$ cat config.mk
export PLATFORM = sky130hd
export DESIGN_NAME = mc_controller
export DESIGN_NICKNAME = d
export VERILOG_FILES = /design/src/rtl/mips_pkg.sv /design/src/rtl/mc_outdec.sv /design/src/rtl/mc_controller.sv
export SDC_FILE = /design/constraint.sdc
export NUM_CORES = 1
export LEC_CHECK = 0
export ABC_AREA = 1
export BUFFER_PORTS_ARGS = -buffer_cell sky130_fd_sc_hd__buf_2
export CAP_MARGIN = 20
export CORE_MARGIN = 5
export CORE_UTILIZATION = 44
export CTS_CLUSTER_DIAMETER = 200
export CTS_CLUSTER_SIZE = 16
export DETAILED_ROUTE_END_ITERATION = 8
export GPL_TIMING_DRIVEN = 0
export PLACE_DENSITY = 0.83
export SETUP_SLACK_MARGIN = 0.2
export SLEW_MARGIN = 40
export SYNTH_ARGS = -nofsm -noshare
export SYNTH_HDL_FRONTEND = slang
export SYNTH_SLANG_ARGS = --single-unit
$ cat constraint.sdc
create_clock -name clk -period 1.2 [get_ports clk]
set_input_delay 0 -clock clk [delete_from_list [all_inputs] [get_ports clk]]
set_output_delay 0 -clock clk [all_outputs]
set_load 0.01 [all_outputs]
$ cat src/rtl/mips_pkg.sv
// rtl/mips_pkg.sv - shared opcodes, ALU/mux select codes and FSM state enum for the multicycle MIPS core
// Optional BNE decode is controlled by MCCTRL_BNE_EN.
package mips_pkg;

  localparam logic [5:0] OP_RTYPE = 6'b000000;
  localparam logic [5:0] OP_LW    = 6'b100011;
  localparam logic [5:0] OP_SW    = 6'b101011;
  localparam logic [5:0] OP_BEQ   = 6'b000100;
  localparam logic [5:0] OP_BNE   = 6'b000101;
  localparam logic [5:0] OP_J     = 6'b000010;
  localparam logic [5:0] OP_ADDI  = 6'b001000;
  localparam logic [5:0] OP_ANDI  = 6'b001100;
  localparam logic [5:0] OP_ORI   = 6'b001101;
  localparam logic [5:0] OP_SLTI  = 6'b001010;

  localparam logic [2:0] ALU_ADD   = 3'b000;
  localparam logic [2:0] ALU_AND   = 3'b001;
  localparam logic [2:0] ALU_OR    = 3'b010;
  localparam logic [2:0] ALU_SLT   = 3'b011;
  localparam logic [2:0] ALU_SUB   = 3'b100;
  localparam logic [2:0] ALU_FUNCT = 3'b111;

  localparam logic [2:0] SRCB_B        = 3'b000;
  localparam logic [2:0] SRCB_FOUR     = 3'b001;
  localparam logic [2:0] SRCB_SIMM     = 3'b010;
  localparam logic [2:0] SRCB_SIMM_SH2 = 3'b011;
  localparam logic [2:0] SRCB_ZIMM     = 3'b100;

  localparam logic [1:0] PCSRC_ALU    = 2'b00;
  localparam logic [1:0] PCSRC_ALUOUT = 2'b01;
  localparam logic [1:0] PCSRC_JUMP   = 2'b10;

`ifdef MCCTRL_BNE_EN
  localparam logic BNE_EN = 1'b1;
`else
  localparam logic BNE_EN = 1'b0;
`endif

  typedef enum logic [3:0] {
    S_FETCH  = 4'd0,
    S_DECODE = 4'd1,
    S_MEMADR = 4'd2,
    S_MEMRD  = 4'd3,
    S_MEMWB  = 4'd4,
    S_MEMWR  = 4'd5,
    S_EXEC_R = 4'd6,
    S_ALUWB  = 4'd7,
    S_EXEC_I = 4'd8,
    S_BRANCH = 4'd9,
    S_JUMP   = 4'd10
  } state_t;

  typedef struct packed {
    logic       memreq;
    logic       memwrite;
    logic       iord;
    logic       irwrite;
    logic       pcwrite;
    logic       branch;
    logic       bne;
    logic       regwrite;
    logic       regdst;
    logic       memtoreg;
    logic       alusrca;
    logic [2:0] alusrcb;
    logic [1:0] pcsrc;
    logic [2:0] aluop;
    logic       illegal;
  } ctrl_t;

  function automatic logic op_legal(input logic [5:0] op);
    case (op)
      OP_RTYPE, OP_LW, OP_SW, OP_BEQ, OP_J,
      OP_ADDI, OP_ANDI, OP_ORI, OP_SLTI: op_legal = 1'b1;
      OP_BNE:                            op_legal = BNE_EN;
      default:                           op_legal = 1'b0;
    endcase
  endfunction

endpackage

$ cat src/rtl/mc_outdec.sv
// rtl/mc_outdec.sv - combinational map from (state, op, memready) to datapath control outputs
// BNE handling depends on MCCTRL_BNE_EN via mips_pkg.
module mc_outdec
  import mips_pkg::*;
#(
  parameter int ZEXT_LOGIC = 1
) (
  input  state_t     state,
  input  logic [5:0] op,
  input  logic       memready,
  output ctrl_t      ctrl
);

  localparam logic [2:0] LOGIC_SRCB = (ZEXT_LOGIC != 0) ? SRCB_ZIMM : SRCB_SIMM;

  always_comb begin
    ctrl = '0;
    case (state)
      S_FETCH: begin
        ctrl.memreq  = 1'b1;
        ctrl.alusrcb = SRCB_FOUR;
        ctrl.aluop   = ALU_ADD;
        ctrl.pcsrc   = PCSRC_ALU;
        ctrl.irwrite = memready;
        ctrl.pcwrite = memready;
      end
      S_DECODE: begin
        // Branch target is precomputed into ALUOut while the opcode decodes.
        ctrl.alusrcb = SRCB_SIMM_SH2;
        ctrl.aluop   = ALU_ADD;
        ctrl.illegal = !op_legal(op);
      end
      S_MEMADR: begin
        ctrl.alusrca = 1'b1;
        ctrl.alusrcb = SRCB_SIMM;
      end
      S_MEMRD: begin
        ctrl.memreq = 1'b1;
        ctrl.iord   = 1'b1;
      end
      S_MEMWB: begin
        ctrl.regwrite = 1'b1;
        ctrl.memtoreg = 1'b1;
      end
      S_MEMWR: begin
        ctrl.memreq   = 1'b1;
        ctrl.memwrite = 1'b1;
        ctrl.iord     = 1'b1;
      end
      S_EXEC_R: begin
        ctrl.alusrca = 1'b1;
        ctrl.alusrcb = SRCB_B;
        ctrl.aluop   = ALU_FUNCT;
      end
      S_EXEC_I: begin
        ctrl.alusrca = 1'b1;
        case (op)
          OP_ADDI: begin ctrl.aluop = ALU_ADD; ctrl.alusrcb = SRCB_SIMM;  end
          OP_ANDI: begin ctrl.aluop = ALU_AND; ctrl.alusrcb = LOGIC_SRCB; end
          OP_ORI:  begin ctrl.aluop = ALU_OR;  ctrl.alusrcb = LOGIC_SRCB; end
          OP_SLTI: begin ctrl.aluop = ALU_SLT; ctrl.alusrcb = SRCB_SIMM;  end
          default: ;
        endcase
      end
      S_ALUWB: begin
        ctrl.regwrite = 1'b1;
        ctrl.regdst   = (op == OP_RTYPE);
      end
      S_BRANCH: begin
        ctrl.alusrca = 1'b1;
        ctrl.alusrcb = SRCB_B;
        ctrl.aluop   = ALU_SUB;
        ctrl.branch  = 1'b1;
        ctrl.pcsrc   = PCSRC_ALUOUT;
        ctrl.bne     = BNE_EN && (op == OP_BNE);
      end
      S_JUMP: begin
        ctrl.pcwrite = 1'b1;
        ctrl.pcsrc   = PCSRC_JUMP;
      end
      default: ;
    endcase
  end

endmodule

$ cat src/rtl/mc_controller.sv
// rtl/mc_controller.sv - multicycle MIPS control FSM: state register, next-state logic, reset gating
// Define MCCTRL_BNE_EN to decode BNE; otherwise BNE is reported as illegal.
module mc_controller
  import mips_pkg::*;
#(
  parameter int ZEXT_LOGIC = 1
) (
  input  logic       clk,
  input  logic       reset,
  input  logic [5:0] op,
  input  logic       memready,
  output logic       memreq,
  output logic       memwrite,
  output logic       iord,
  output logic       irwrite,
  output logic       pcwrite,
  output logic       branch,
  output logic       bne,
  output logic       regwrite,
  output logic       regdst,
  output logic       memtoreg,
  output logic       alusrca,
  output logic [2:0] alusrcb,
  output logic [1:0] pcsrc,
  output logic [2:0] aluop,
  output logic       illegal,
  output logic [3:0] state
);

  state_t state_q, state_d;
  ctrl_t  ctrl_raw, ctrl_out;

  always_ff @(posedge clk or negedge reset) begin
    if (!reset) state_q <= S_FETCH;
    else        state_q <= state_d;
  end

  always_comb begin
    state_d = S_FETCH;
    case (state_q)
      S_FETCH:  state_d = memready ? S_DECODE : S_FETCH;
      S_DECODE: begin
        case (op)
          OP_LW, OP_SW:                        state_d = S_MEMADR;
          OP_RTYPE:                            state_d = S_EXEC_R;
          OP_ADDI, OP_ANDI, OP_ORI, OP_SLTI:   state_d = S_EXEC_I;
          OP_BEQ:                              state_d = S_BRANCH;
`ifdef MCCTRL_BNE_EN
          OP_BNE:                              state_d = S_BRANCH;
`endif
          OP_J:                                state_d = S_JUMP;
          default:                             state_d = S_FETCH;
        endcase
      end
      S_MEMADR: begin
        if (op == OP_LW)      state_d = S_MEMRD;
        else if (op == OP_SW) state_d = S_MEMWR;
        else                  state_d = S_FETCH;
      end
      S_MEMRD:  state_d = memready ? S_MEMWB : S_MEMRD;
      S_MEMWR:  state_d = memready ? S_FETCH : S_MEMWR;
      S_EXEC_R: state_d = S_ALUWB;
      S_EXEC_I: state_d = S_ALUWB;
      default:  state_d = S_FETCH;
    endcase
  end

  mc_outdec #(
    .ZEXT_LOGIC (ZEXT_LOGIC)
  ) u_outdec (
    .state    (state_q),
    .op       (op),
    .memready (memready),
    .ctrl     (ctrl_raw)
  );

  // Gating on reset itself lets an aborted write drop its strobe without waiting for a clock.
  assign ctrl_out = reset ? ctrl_raw : '0;

  assign memreq   = ctrl_out.memreq;
  assign memwrite = ctrl_out.memwrite;
  assign iord     = ctrl_out.iord;
  assign irwrite  = ctrl_out.irwrite;
  assign pcwrite  = ctrl_out.pcwrite;
  assign branch   = ctrl_out.branch;
  assign bne      = ctrl_out.bne;
  assign regwrite = ctrl_out.regwrite;
  assign regdst   = ctrl_out.regdst;
  assign memtoreg = ctrl_out.memtoreg;
  assign alusrca  = ctrl_out.alusrca;
  assign alusrcb  = ctrl_out.alusrcb;
  assign pcsrc    = ctrl_out.pcsrc;
  assign aluop    = ctrl_out.aluop;
  assign illegal  = ctrl_out.illegal;
  assign state    = state_q;

endmodule

## Yosys cells after proc, flatten, opt, wreduce, memory -nomap -nowiden

Index checks and enable logic that the tools add are counted.
W data, S select, Z words.

| word-level totals | value |
|---|---|
| bits of input ports | 9 |
| RAM bits | 0 |
| latch bits | 0 |
| register bits after elaboration | 4 |
| ROM bits | 0 |
| output and inout bits | 24 |
| memories | 0 |

| cells by class | value |
|---|---|
| shift operators | 0 |
| multiply operators | 0 |
| multiplexer cells | 26 |
| bitwise operators | 0 |
| div/mod/pow operators | 0 |
| $add $sub $neg | 0 |
| $lt $le $gt $ge | 0 |
| equal/unequal tests | 18 |
| reductions and logical operators | 13 |

Operators by type and width:

| kind | number |
|---|---|
| $eq A6 B4 Y1 const B | 4 |
| $pmux W4 S6 | 1 |
| $mux W20 | 1 |
| $pmux W4 S5 | 1 |
| $eq A4 B3 Y1 const B | 4 |
| $eq A4 B4 Y1 const B | 3 |
| $eq A6 B6 Y1 const B | 2 |
| $mux W1 | 12 |
| $mux W3 | 4 |
| $pmux W3 S4 | 1 |
| $reduce_or A2 Y1 | 6 |
| $pmux W3 S3 | 1 |
| $reduce_or A9 Y1 | 1 |
| $eq A4 B2 Y1 const B | 2 |
| $reduce_or A4 Y1 | 2 |
| $eq A6 B2 Y1 const B | 1 |
| $eq A6 B3 Y1 const B | 1 |
| $logic_not A6 Y1 | 1 |
| $pmux W2 S3 | 1 |
| $pmux W3 S2 | 1 |
| $eq A4 B1 Y1 const B | 1 |
| $logic_not A4 Y1 | 1 |
| $pmux W2 S2 | 1 |
| $reduce_or A3 Y1 | 1 |
| other kinds (3) | 3 |

## Longest topological paths before layout

| depth | value |
|---|---|
| depth after elaboration | 7 |
| depth in mapped cells | 8 |
| mapped depth without buffers | 8 |

## By module

From an unflattened synthesis, not the netlist that was laid out.

| second synthesis, totals | value |
|---|---|
| cells, all modules | 189 |
| area total of the unflattened synthesis | 893.4 sq um |

By module, submodules not included:

| module | area each (sq um) | seq. area each (sq um) | cells each | times used |
|---|---|---|---|---|
| mc_controller | 538.0 | 100.1 | 108 | 1 |
| mc_outdec | 355.3 | 0.0 | 81 | 1 |

## Worst setup path after synthesis

OpenSTA, ideal clock, no wires.

| timing | value |
|---|---|
| kind | reg2out |
| from | register state_q[1], in the netlist state[1] |
| to | output alusrca |
| required time | 1200 ps |
| data arrival time | 1134 ps |
| slack | 66 ps |
| stages on the path, launching flop included | 5 |
| buffers on the path | 0 |
| cells stage by stage | dfrtp_1 > nor2_2 > nand2_4 > o21a_1 > a21oi_1 |

| between the ends | value |
|---|---|
| longest elaborated chain between the ends | 4 |
| elaborated cells on any way between the ends | 7 |
| those cells by class | 4 x eq/ne; 2 x mux; 1 x reduce/logical |

RTL lines:

| what | line | text |
|---|---|---|
| start: declaration | mc_controller.sv:30 | `state_t state_q, state_d;` |
| start signal: assignment | mc_controller.sv:35 | `else state_q <= state_d;` |
| $eq A4 B3 Y1, or another cell as far along | mc_outdec.sv:18 | `case (state)` |
| $reduce_or A4 Y1 (no line) * | -- |  |
| $mux W1 * | mc_outdec.sv:18 |  |
| $mux W20 * | mc_controller.sv:78 | `assign ctrl_out = reset ? ctrl_raw : '0;` |
| end: declaration | mc_controller.sv:22 | `output logic alusrca,` |

Every way passes the cells marked *; elsewhere a longest branch is shown, timed or not.

## Worst setup path in the final report

| timing | value |
|---|---|
| from | register state_q[0], in the netlist state[0] |
| to | output alusrcb[2] |

| between the ends | value |
|---|---|
| longest elaborated chain between the ends | 3 |
| elaborated cells on any way between the ends | 6 |
| those cells by class | 3 x eq/ne; 2 x mux; 1 x reduce/logical |

RTL lines:

| what | line | text |
|---|---|---|
| $eq A4 B4 Y1, or another cell as far along | mc_outdec.sv:18 |  |
| $pmux W3 S4 * | mc_outdec.sv:18 |  |
| $mux W20 * | mc_controller.sv:78 |  |
| end: declaration | mc_controller.sv:23 | `output logic [2:0] alusrcb,` |

Marks and branches as above.

==> results.md <==
Drt:
- Using the TritonRoute via totals, the vias-per-cell ratio works out to ~5.3.
- The average detailed-routed wire length per instance is 15.0 microns.
- The number of antenna-violating nets in the routed design is 0.
- After detailed routing, the number of remaining DRC violations is 0.
- The number of iterations in the first detailed-routing pass is 4.
- Wires add up to approximately 2.7 mm.
- The DRC marker count from the first detailed-route iteration is 25.
- For this block, the via count after detailed routing is just under 1000.

Final layout:
- The flip-flop count of the largest register after layout is 4.
- The share of the core filled with cells is 0.801.
- Counting the fill cells in the layout gives between 100 and 150.
- From synthesis to final layout, the design area changed by 77.1%.
- The post-route non-filler standard cell count is between 150 and 200.
- The layout net count is between 150 and 200.
- The antenna cell count is 0.
- In the final layout, the share of cells above drive strength 1 is 0.617.
- Summing all non-filler instances in the final layout gives an area of approximately 1200 sq um.

Clock network:
- Clock tree synthesis selected as its root buffer the cell sky130_fd_sc_hd__clkbuf_4.
- The clock net in this run drives a total of 4 sinks.
- In this run the number of H-tree levels came out at 1.
- The number of CTS-inserted buffers is 3.
- The clock-pin slew on the worst setup and hold paths is roughly 0.040 ns.
- TritonCTS built the clock tree.
- The clock passes through at most 2 buffers.
- The latest clock arrival within the worst-skew pair is roughly 0.23 ns.

Placement:
- The placer's final routability congestion estimate is just under 0.9.
- After detailed placement, the total cell area comes to 888 sq um.
- In this run the tool buffered the top-level ports with 31 buffer cells.
- After legalization and detailed placement, the total HPWL measured 1.65 mm.
- The cell count after placement is ~170.
- The post-place setup slack is 0.0162 ns.

GRT:
- The first-pass GRT wire length is between 3 and 4 mm.
- The maximum number of pins on one net before global-route repair is 11.
- The total routing usage reported by global routing is 0.196.
- The number of antenna violations at the first check in global routing is 0.
- The via count of the first global-routing pass is 940.
- The total congestion overflow is 0.

Worst hold path:
- The class of the tightest hold or removal check is in -> reg.
- The worst min-delay path endpoint is state[0]$_DFF_PN0_.
- The worst hold path passes through 3 cells.
- In this run the most critical hold path is launched from op[2].

Synth:
- The sequential cell area fraction in the yosys report is 0.150.
- The number of enable-type register cells in the synthesized netlist is 0.
- After synthesis the netlist holds a flip-flop and latch count of 4.
- For this run, the leading register cell type out of synthesis is sky130_fd_sc_hd__dfrtp_1.
- The async set or reset register ratio after synthesis is 1.00.
- In this run the mean area of a mapped cell was approximately 5.6 sq um.
- The number of synthesis warnings is 0.
- The share of synthesized area in the top cell type comes to 0.150.
- In the synthesized netlist, the cells that appear most often are sky130_fd_sc_hd__nor2_1 (25), sky130_fd_sc_hd__nand2_1 (22), sky130_fd_sc_hd__nand3_1 (16), sky130_fd_sc_hd__inv_1 (15), sky130_fd_sc_hd__a21oi_1 (6).
- The number of standard cells after synthesis is approximately 120.
- The library cell with the largest summed area after synthesis is sky130_fd_sc_hd__dfrtp_1.
- In the post-synthesis netlist, the biggest area contributors are sky130_fd_sc_hd__dfrtp_1 (15%), sky130_fd_sc_hd__nor2_1 (14%), sky130_fd_sc_hd__nand2_1 (12%), sky130_fd_sc_hd__nand3_1 (12%), sky130_fd_sc_hd__inv_1 (8.5%).
- The cell area that synthesis handed to floorplanning was between 600 and 700 sq um.
- The most frequent cell after synthesis is sky130_fd_sc_hd__nor2_1.
- The number of nets handed over by synthesis was approximately 130.
- The number of different library cells used by synthesis comes to 21.

Run status:
- The final reports fail on negative setup slack.
- The run finished, with violations left.

Timing:
- Setup repair after global routing could not meet its margin everywhere.
- The minimum clock period is 1.51 ns.
- Setup slack on the critical path of the routed design comes to -0.309 ns.
- Of the available clock period, the critical path in the final layout requires 1.26.
- On the final layout, the worst clock skew is ~0.00079 ns.
- For this run, the top clock speed supported by timing is about 660 MHz.
- The post-route worst hold slack is between 0.1 and 0.15 ns.
- The final number of setup-violating endpoints is 21.
- The number of endpoints with negative hold slack in the final report is 0.
- The setup TNS is -3.42 ns.
- The number of max-slew violations in the final report is 0.

Setup path:
- The kind of cell adding the most delay to the critical path is flip-flops.
- The required time at the endpoint of the critical path is roughly 1.2 ns.
- The signal on the critical path passes through nor2_4, nand2_4, buf_4, nor3_2, buf_2.
- The worst register-to-register path has a depth of 7.
- The endpoint identified for the worst register-to-register timing path is state[2]$_DFF_PN0_.
- The worst register-to-register path begins at state[1]$_DFF_PN0_.
- Among all stages on the critical path, the largest delay is contributed by sky130_fd_sc_hd__dfrtp_2.
- The start point of the critical path is state[0]$_DFF_PN0_.
- The delay of the slowest cell on the worst path is between 0.4 and 0.5 ns.
- STA classifies the critical path startpoint as a flop.
- Setup slack on the worst reg-to-reg path comes out at -0.10 ns.
- By startpoint and endpoint, the worst setup path is classified as reg -> out.
- In this run the worst path has a maximum fanout of 6.
- For the worst setup path, the data arrival time is approximately 1.5 ns.
- The count of buffer and inverter cells on the critical path is 2.
- STA classifies the critical path endpoint as an output port.

Floorplanning:
- The die is between 40 and 50 microns tall.
- The top-level I/O count is 33.
- The total die area is around 2400 sq um.
- The initial core utilization is 0.452.
- Row generation in the floorplan step produced 14 rows.
- The width of the die is 48.9 microns.
- The floorplan step defined a core boundary enclosing ~1500 sq um.

Power:
- The proportion of total power due to net switching is 0.476.
- The net load switching power is 0.478 mW.
- The static leakage is ~0.66 nW.
- The power share of the combinational group is 0.627.
- The cell-internal power is ~0.53 mW.
- Of the total power, registers draw 0.205.
- The completed layout was analyzed and its total power is about 1 mW.
- The worst ir drop on vdd is 0.669 mV.
- Power spread over the standard cell area amounts to 852 nW/um^2.
- The clock share of power is 0.168.

Flow run:
- Max-cap violations in this run came to 0.
[timing repair]
| item | CTS | global route |
|---|---|---|
| hold buffers | 1 | 0 |
| setup buffers | 8 | 5 |
| hold endpoints to repair | 4 | 0 |
| resized for setup | 14 | 28 |
| pin swaps | 12 | 11 |
| setup endpoints to repair | 23 | 23 |
[placed cells by master, fill, tap and decap left out, types with 3 or more instances in the layout]
cell	count
sky130_fd_sc_hd__buf_2	30
sky130_fd_sc_hd__nand2_1	16
sky130_fd_sc_hd__nor2_1	15
sky130_fd_sc_hd__nor2_4	12
sky130_fd_sc_hd__nand3_1	11
sky130_fd_sc_hd__buf_4	11
sky130_fd_sc_hd__inv_1	10
sky130_fd_sc_hd__inv_2	7
sky130_fd_sc_hd__nand2_4	6
sky130_fd_sc_hd__a21oi_2	5
sky130_fd_sc_hd__nand2_2	4
sky130_fd_sc_hd__nor2_2	4
sky130_fd_sc_hd__buf_6	4
sky130_fd_sc_hd__dfrtp_2	4
sky130_fd_sc_hd__nand3_2	3
sky130_fd_sc_hd__nor3_2	3
sky130_fd_sc_hd__clkbuf_4	3
[tightest hold or removal path: stages]
cell,delay [ns]
sky130_fd_sc_hd__buf_2,0.13
sky130_fd_sc_hd__nand4_1,0.11
sky130_fd_sc_hd__nand3_2,0.08
[cell families (layout without fill, tap and decap cells)]
group / after synthesis / after routing / share of synthesized area
AOI/OAI and AO/OA: 12 / 12 / 0.111
buffers and inverters: 20 / 68 / 0.118
DFF: 4 / 4 / 0.150
other: 1 / 1 / 0.00563
and+or+nand+nor: 82 / 82 / 0.615
[layer usage]
layer  up-vias  GRT usage  part of all wire
met5         -          0                 0
met1       438      0.204              0.39
met4         0     0.0762             0.025
met3        10     0.0459             0.066
met2        53      0.370              0.51
li1        477          -                 -
[power groups by stage]
stage	clock network (mW)	registers (mW)	logic (mW)
6_report	0.168	0.206	0.630
5_1_grt	0.184	0.211	0.678
4_1_cts	0.173	0.197	0.505
3_5_place_dp	0	0.199	0.399
3_3_place_gp	0	0.198	0.394
2_1_floorplan	0	0.202	0.267
[worst max path at each step]
stage               slack (ns)  cells after the start                 end
global placement          0.03                      6             illegal
finish                   -0.31                      5          alusrcb[2]
global route             -0.35                      5          alusrcb[2]
floorplan                 0.15                      6  state[0]$_DFF_PN0_
CTS                      -0.21                      7             alusrca
detailed placement        0.02                      6             illegal
[area by class of cell]
| type | instances | area, sq um | area share |
|---|---|---|---|
| Sequential cell | 4 | 105 | 0.0892 |
| Multi-Input combinational cell | 95 | 667 | 0.566 |
| Clock buffer | 3 | 22.5 | 0.0191 |
| Buffer | 1 | 7.51 | 0.00637 |
| Tap cell | 16 | 20.0 | 0.0170 |
| Timing Repair Buffer | 45 | 280 | 0.238 |
| Inverter | 19 | 76.3 | 0.0648 |
Power figures use the tool's default switching activity.
